`src/rtl/sha1_ctrl.sv`:
```
// sha1_ctrl -- sequencing controller for an external combinational SHA-1
// round datapath.
//
// Collects one 512-bit block as 16 big-endian 32-bit words. It then walks
// the round datapath through rounds 0..79, one round per cycle, expanding
// the message schedule in place in a 16-entry circular buffer. Finally it
// adds the working state into the running hash H and pulses digest_valid.
//
// Ports
//   clk            in   1    clock, rising edge
//   rst            in   1    asynchronous active-high reset
//   first_block    in   1    sampled with word 0: 1 = start from H_INIT
//   word_in        in   32   message word, word 0 first
//   word_valid     in   1    word_in valid
//   word_ready     out  1    a word is accepted this cycle if valid
//   round_cv       out  160  working state {a,b,c,d,e} to datapath cv_in
//   round_w        out  32   schedule word W[t] to datapath w
//   round_num      out  7    round index t to datapath round
//   round_cv_next  in   160  datapath cv_out
//   digest         out  160  hash state H
//   digest_valid   out  1    one-cycle pulse after H is updated
//   busy           out  1    high while rounds or the final add are in progress
module sha1_ctrl #(
   parameter logic [159:0] H_INIT = 160'h67452301EFCDAB8998BADCFE10325476C3D2E1F0
) (
   input  logic         clk,
   input  logic         rst,
   input  logic         first_block,
   input  logic [31:0]  word_in,
   input  logic         word_valid,
   output logic         word_ready,
   output logic [159:0] round_cv,
   output logic [31:0]  round_w,
   output logic [6:0]   round_num,
   input  logic [159:0] round_cv_next,
   output logic [159:0] digest,
   output logic         digest_valid,
   output logic         busy
);

   typedef enum logic [1:0] {IDLE, LOAD, ROUND, FINAL} state_t;

   state_t         state, state_next;
   logic [3:0]     cnt;          // next word slot while loading
   logic           fb;           // first_block latched with word 0
   logic [6:0]     t;            // round counter
   logic [159:0]   work;         // working state {a,b,c,d,e}
   logic [159:0]   h;            // running hash state
   logic           dv;

   logic [31:0]    w_mem [16];   // circular schedule buffer
   logic           accept;
   logic [3:0]     t_lo;
   logic [31:0]    w_mix;
   logic [31:0]    w_new;
   logic           wr_en;
   logic [3:0]     wr_addr;
   logic [31:0]    wr_data;
   logic [159:0]   h_sum;

   assign word_ready   = (state == IDLE) || (state == LOAD);
   assign busy         = (state == ROUND) || (state == FINAL);
   assign accept       = word_valid && word_ready;
   assign digest       = h;
   assign digest_valid = dv;
   assign round_cv     = work;
   assign round_num    = (state == ROUND) ? t : 7'd0;

   // Schedule expansion over the circular buffer. Slot t&15 still holds
   // W[t-16]; the other taps are the 4-bit wrapped offsets -3, -8 and -14
   // (-14 mod 16 = +2).
   assign t_lo  = t[3:0];
   assign w_mix = w_mem[t_lo - 4'd3] ^ w_mem[t_lo - 4'd8] ^
                  w_mem[t_lo + 4'd2] ^ w_mem[t_lo];
   assign w_new = {w_mix[30:0], w_mix[31]};

   assign round_w = (t < 7'd16) ? w_mem[t_lo] : w_new;

   // Single write port: incoming words while loading, expanded words during
   // rounds 16..79 (each overwrites the slot it was derived from).
   always_comb begin
      wr_en   = 1'b0;
      wr_addr = 4'd0;
      wr_data = word_in;
      case (state)
         IDLE: begin
            wr_en   = accept;
            wr_addr = 4'd0;
         end
         LOAD: begin
            wr_en   = accept;
            wr_addr = cnt;
         end
         ROUND: begin
            wr_en   = (t >= 7'd16);
            wr_addr = t_lo;
            wr_data = w_new;
         end
         default: ;
      endcase
   end

   // The buffer is always fully rewritten before it is read, so it needs
   // no reset.
   always_ff @(posedge clk) begin
      if (wr_en)
         w_mem[wr_addr] <= wr_data;
   end

   // Per-word modular add of the working state into H; no carry between
   // the five 32-bit lanes.
   genvar gi;
   generate
      for (gi = 0; gi < 5; gi++) begin : g_fold
         assign h_sum[gi*32 +: 32] = h[gi*32 +: 32] + work[gi*32 +: 32];
      end
   endgenerate

   // State register
   always_ff @(posedge clk or posedge rst) begin
      if (rst)
         state <= IDLE;
      else
         state <= state_next;
   end

   // Next-state logic
   always_comb begin
      state_next = state;
      case (state)
         IDLE:  if (accept) state_next = LOAD;
         LOAD:  if (accept && cnt == 4'd15) state_next = ROUND;
         ROUND: if (t == 7'd79) state_next = FINAL;
         FINAL: state_next = IDLE;
         default: state_next = IDLE;
      endcase
   end

   // Counters, working state and hash state
   always_ff @(posedge clk or posedge rst) begin
      if (rst) begin
         cnt  <= 4'd0;
         fb   <= 1'b0;
         t    <= 7'd0;
         work <= 160'd0;
         h    <= H_INIT;
         dv   <= 1'b0;
      end else begin
         dv <= 1'b0;
         case (state)
            IDLE: begin
               if (accept) begin
                  fb  <= first_block;
                  cnt <= 4'd1;
               end
            end
            LOAD: begin
               if (accept) begin
                  cnt <= cnt + 4'd1;   // wraps back to 0 after word 15
                  if (cnt == 4'd15) begin
                     work <= fb ? H_INIT : h;
                     if (fb)
                        h <= H_INIT;
                     t <= 7'd0;
                  end
               end
            end
            ROUND: begin
               work <= round_cv_next;
               t    <= t + 7'd1;
            end
            FINAL: begin
               h  <= h_sum;
               dv <= 1'b1;
            end
            default: ;
         endcase
      end
   end

endmodule

```
`config.mk`:
```
export PLATFORM = sky130hd
export DESIGN_NAME = sha1_ctrl
export DESIGN_NICKNAME = d
export VERILOG_FILES = /design/src/rtl/sha1_ctrl.sv
export SDC_FILE = /design/constraint.sdc
export NUM_CORES = 2
export LEC_CHECK = 0
export ABC_AREA = 0
export BUFFER_PORTS_ARGS = -buffer_cell sky130_fd_sc_hd__buf_2
export CAP_MARGIN = 15
export CORE_MARGIN = 2
export CORE_UTILIZATION = 40
export DETAILED_ROUTE_END_ITERATION = 10
export HOLD_SLACK_MARGIN = 0.15
export PLACE_DENSITY = 0.68
export SYNTH_ARGS = -nofsm -noshare
export SYNTH_HDL_FRONTEND = slang
export SYNTH_SLANG_ARGS = --single-unit
```
`constraint.sdc`:
```
create_clock -name clk -period 22.7 [get_ports clk]
set_input_delay 2.27 -clock clk [delete_from_list [all_inputs] [get_ports clk]]
set_output_delay 2.27 -clock clk [all_outputs]
set_load 0.05 [all_outputs]
```
==> impl_metrics.env <==
export IMPL_outcome="completed"
export IMPL_ys_warn_count=0
export IMPL_final_hold_viol_count=0
export IMPL_cts_tree="done"
export IMPL_grt_overflow=0
export IMPL_synth_edf_count=512
export IMPL_timing_rr_end="w_mem[3][17]"
export IMPL_clock_fmax_mhz=111
export IMPL_synth_ff_type="edfxtp_1"
export IMPL_initialDrtViolationCount=4162
export IMPL_dp_hpwl_mm=103
export IMPL_cts_hold_buf=0
export IMPL_gp_congestion=0.929
export IMPL_ant_nets=0
export IMPL_clk_pin_slew_ns=0.06
export IMPL_finalCriticalPeriod_ns=8.98
export IMPL_hold_class="register to register"
export IMPL_ys_seq_area_share_pct=47.7
export IMPL_rsz0062_at_grt="false"
export IMPL_fin_crit_sh_pct=39.6
export IMPL_ctsRootBufferMaster="clkbuf_16"
export IMPL_htree_levels=3
export IMPL_syn_cell_area_sq_um=50000
export IMPL_synth_nets=4262
export IMPL_reg2reg_slack_ns=16.20
export IMPL_cp_start_kind="register"
export IMPL_die_area_sq_um=128000
export IMPL_worstSkewPairLatency_ns=0.73
export IMPL_antenna_found_initial=34
export IMPL_tightestPinTransition_ns=1.28
export IMPL_die_height_um=358
export IMPL_grt_max_degree=128
export IMPL_finalSetupViolCount=0
export IMPL_cp_required_ns=20.43
export IMPL_maxCapViolations=0
export IMPL_slew_headroom_pct=14.9
export IMPL_fin_nets=4724
export IMPL_ys_seq_elements=847
export IMPL_avgSynthCellArea_sq_um=12.8
export IMPL_synth_distinct_cells=76
export IMPL_cts_resized=0
export IMPL_post_cts_setup_buffers=0
export IMPL_viasPerCell=6.13
export IMPL_cts_buffers=96
export IMPL_grt_pass1_vias=35900
export IMPL_skew_ns=0.0367
export IMPL_grt_pass1_wl_mm=236
export IMPL_vias=37400
export IMPL_post_synth_top_area_cell="edfxtp_1"
export IMPL_netlist_instances=3896
export IMPL_grt_total_usage_pct=24.5
export IMPL_cp_startpoint="t[0]"
export IMPL_synthArstFlopShare_pct=39.6
export IMPL_worstRegToRegCells=9
export IMPL_synth_top_area_share_pct=30.7
export IMPL_drt_wl_total_mm=160
export IMPL_area_growth_pct=15.9
export IMPL_arrival_ns=6.71
export IMPL_r2r_start="t[0]"
export IMPL_endpoint_kind="primary output"
export IMPL_core_area_sq_um=124000
export IMPL_drc=0
export IMPL_ios=558
export IMPL_critPathMaxFanout=69
export IMPL_cts_sinks=847
export IMPL_die_w_um=358
export IMPL_synthTopCellsByArea="edfxtp_1 31%, mux4_2 20%, dfrtp_1 13%"
export IMPL_avgRoutedWirePerCell_um=26.2
export IMPL_dr_pass1_iters=6
export IMPL_crit_path_end="round_w[17]"
export IMPL_slew_viol_final=0
export IMPL_drive_gt1_share_pct=31.1
export IMPL_setup_tns_final_ns=0
export IMPL_numPortBuffers=557
export IMPL_cts_buffer_depth=3
export IMPL_start_util_pct=40.4
export IMPL_crit_type="register to primary output"
export IMPL_fillers=10900
export IMPL_rows=129
## cell families (layout without fill, tap and decap cells)
group	after synthesis	after routing	synth area share, %
multiplexers	578	578	22.7
other	0	27	0
flip-flops	847	847	47.7
AO/OA/AOI/OAI	968	968	11.3
AND/OR/NAND/NOR	788	788	7.36
buffers and inverters	303	846	2.38
XOR/XNOR	242	242	4.24
adder cells (fa/ha/maj)	170	170	4.33
## registers in the layout, indices dropped and copies added (netlist names)
name and count:
w_mem 512, digest 160, round_cv 160, t 7, cnt 4, state 2
digest_valid 1, fb 1
## final cells by class
class                           instances  area (sq um)  area share (%)
Clock inverter                         58           688            1.19
Multi-Input combinational cell       2746         25200            43.5
Tap cell                             1637          2050            3.53
Timing Repair Buffer                  617          3280            5.66
Antenna cell                           27          67.6           0.117
Sequential cell                       847         23900            41.2
Clock buffer                          121          2610            4.50
Inverter                               50           199           0.343
## worst min path at each step
stage                 startpoint           end  slack [ns]  cells after the start
finish              round_cv[79]  round_cv[79]        0.52                      2
floorplan               state[0]      state[0]        0.50                      2
global placement    round_cv[30]  round_cv[30]        0.50                      2
global route          digest[67]    digest[67]        0.54                      2
detailed placement   round_cv[2]   round_cv[2]        0.51                      2
CTS                  round_cv[2]   round_cv[2]        0.52                      2
## synth_stat cells, drive strengths merged, types with 13 or more instances
master and n:
nor3b 58, and3 17, xor2 76, a22o 13, inv 50, mux2 31, a22oi 24, edfxtp 512
buf 72, nand2 321, o22ai 27, clkbuf 181, o211ai 13, nand3 41, mux4 443, ha 165
or3 66, dfrtp 255, mux2i 104, a211oi 16, nor2 191, nor3 21, nand4 13, dfstp 80
o21ai 366, xnor2 166, o21bai 26, nand2b 14, a21o 86, a21oi 309
## layer usage
layer / vias up / part of all wire [%] / GRT usage, %
li1: 16200 / - / -
met1: 18800 / 38 / 31.2
met2: 2050 / 47 / 39.2
met3: 330 / 10 / 6.27
met4: 8 / 4.8 / 11.9
met5: - / 0.037 / 0
## critical path: stages (launching register included)
cell	delay, ns
dfrtp_4	1.06
buf_4	0.92
buf_4	0.90
buf_4	0.39
buf_16	0.36
mux4_2	0.56
mux4_2	0.49
xnor2_1	0.21
xnor2_1	0.11
o21ai_0	0.49
buf_2	0.37
## stage by stage
stage | instance area [sq um] | hold slack, ns | instances | setup WS [ns] | utilization, %
after floorplan | 50000 | 0.504 | 3896 | 11.28 | -
after global placement | 54500 | 0.497 | 5889 | 14.21 | 44.0
after detailed placement | 54500 | 0.510 | 5889 | 14.12 | 44.0
after CTS | 57800 | 0.522 | 6068 | 13.30 | 46.6
after global routing | 58000 | 0.543 | 6101 | 13.13 | 46.8
final | 58000 | 0.516 | 6103 | 13.72 | 46.8
## placed cells by master (no fill, tap or decap), drive strengths merged, types with 13 or more instances in the layout
| cell type | instances |
|---|---|
| buf | 617 |
| edfxtp | 512 |
| mux4 | 443 |
| o21ai | 366 |
| nand2 | 321 |
| a21oi | 309 |
| dfrtp | 255 |
| nor2 | 191 |
| xnor2 | 166 |
| ha | 165 |
| clkbuf | 121 |
| mux2i | 104 |
| a21o | 86 |
| dfstp | 80 |
| xor2 | 76 |
| or3 | 66 |
| nor3b | 58 |
| inv | 51 |
| nand3 | 41 |
| clkinv | 37 |
| mux2 | 31 |
| diode | 27 |
| o22ai | 27 |
| o21bai | 26 |
| a22oi | 24 |
| nor3 | 21 |
| and3 | 17 |
| a211oi | 16 |
| nand2b | 14 |
| nand4 | 13 |
| a22o | 13 |
| o211ai | 13 |
Power is not shown: default switching activity piles up to over one toggle a cycle in this logic, so the estimate is an artifact.
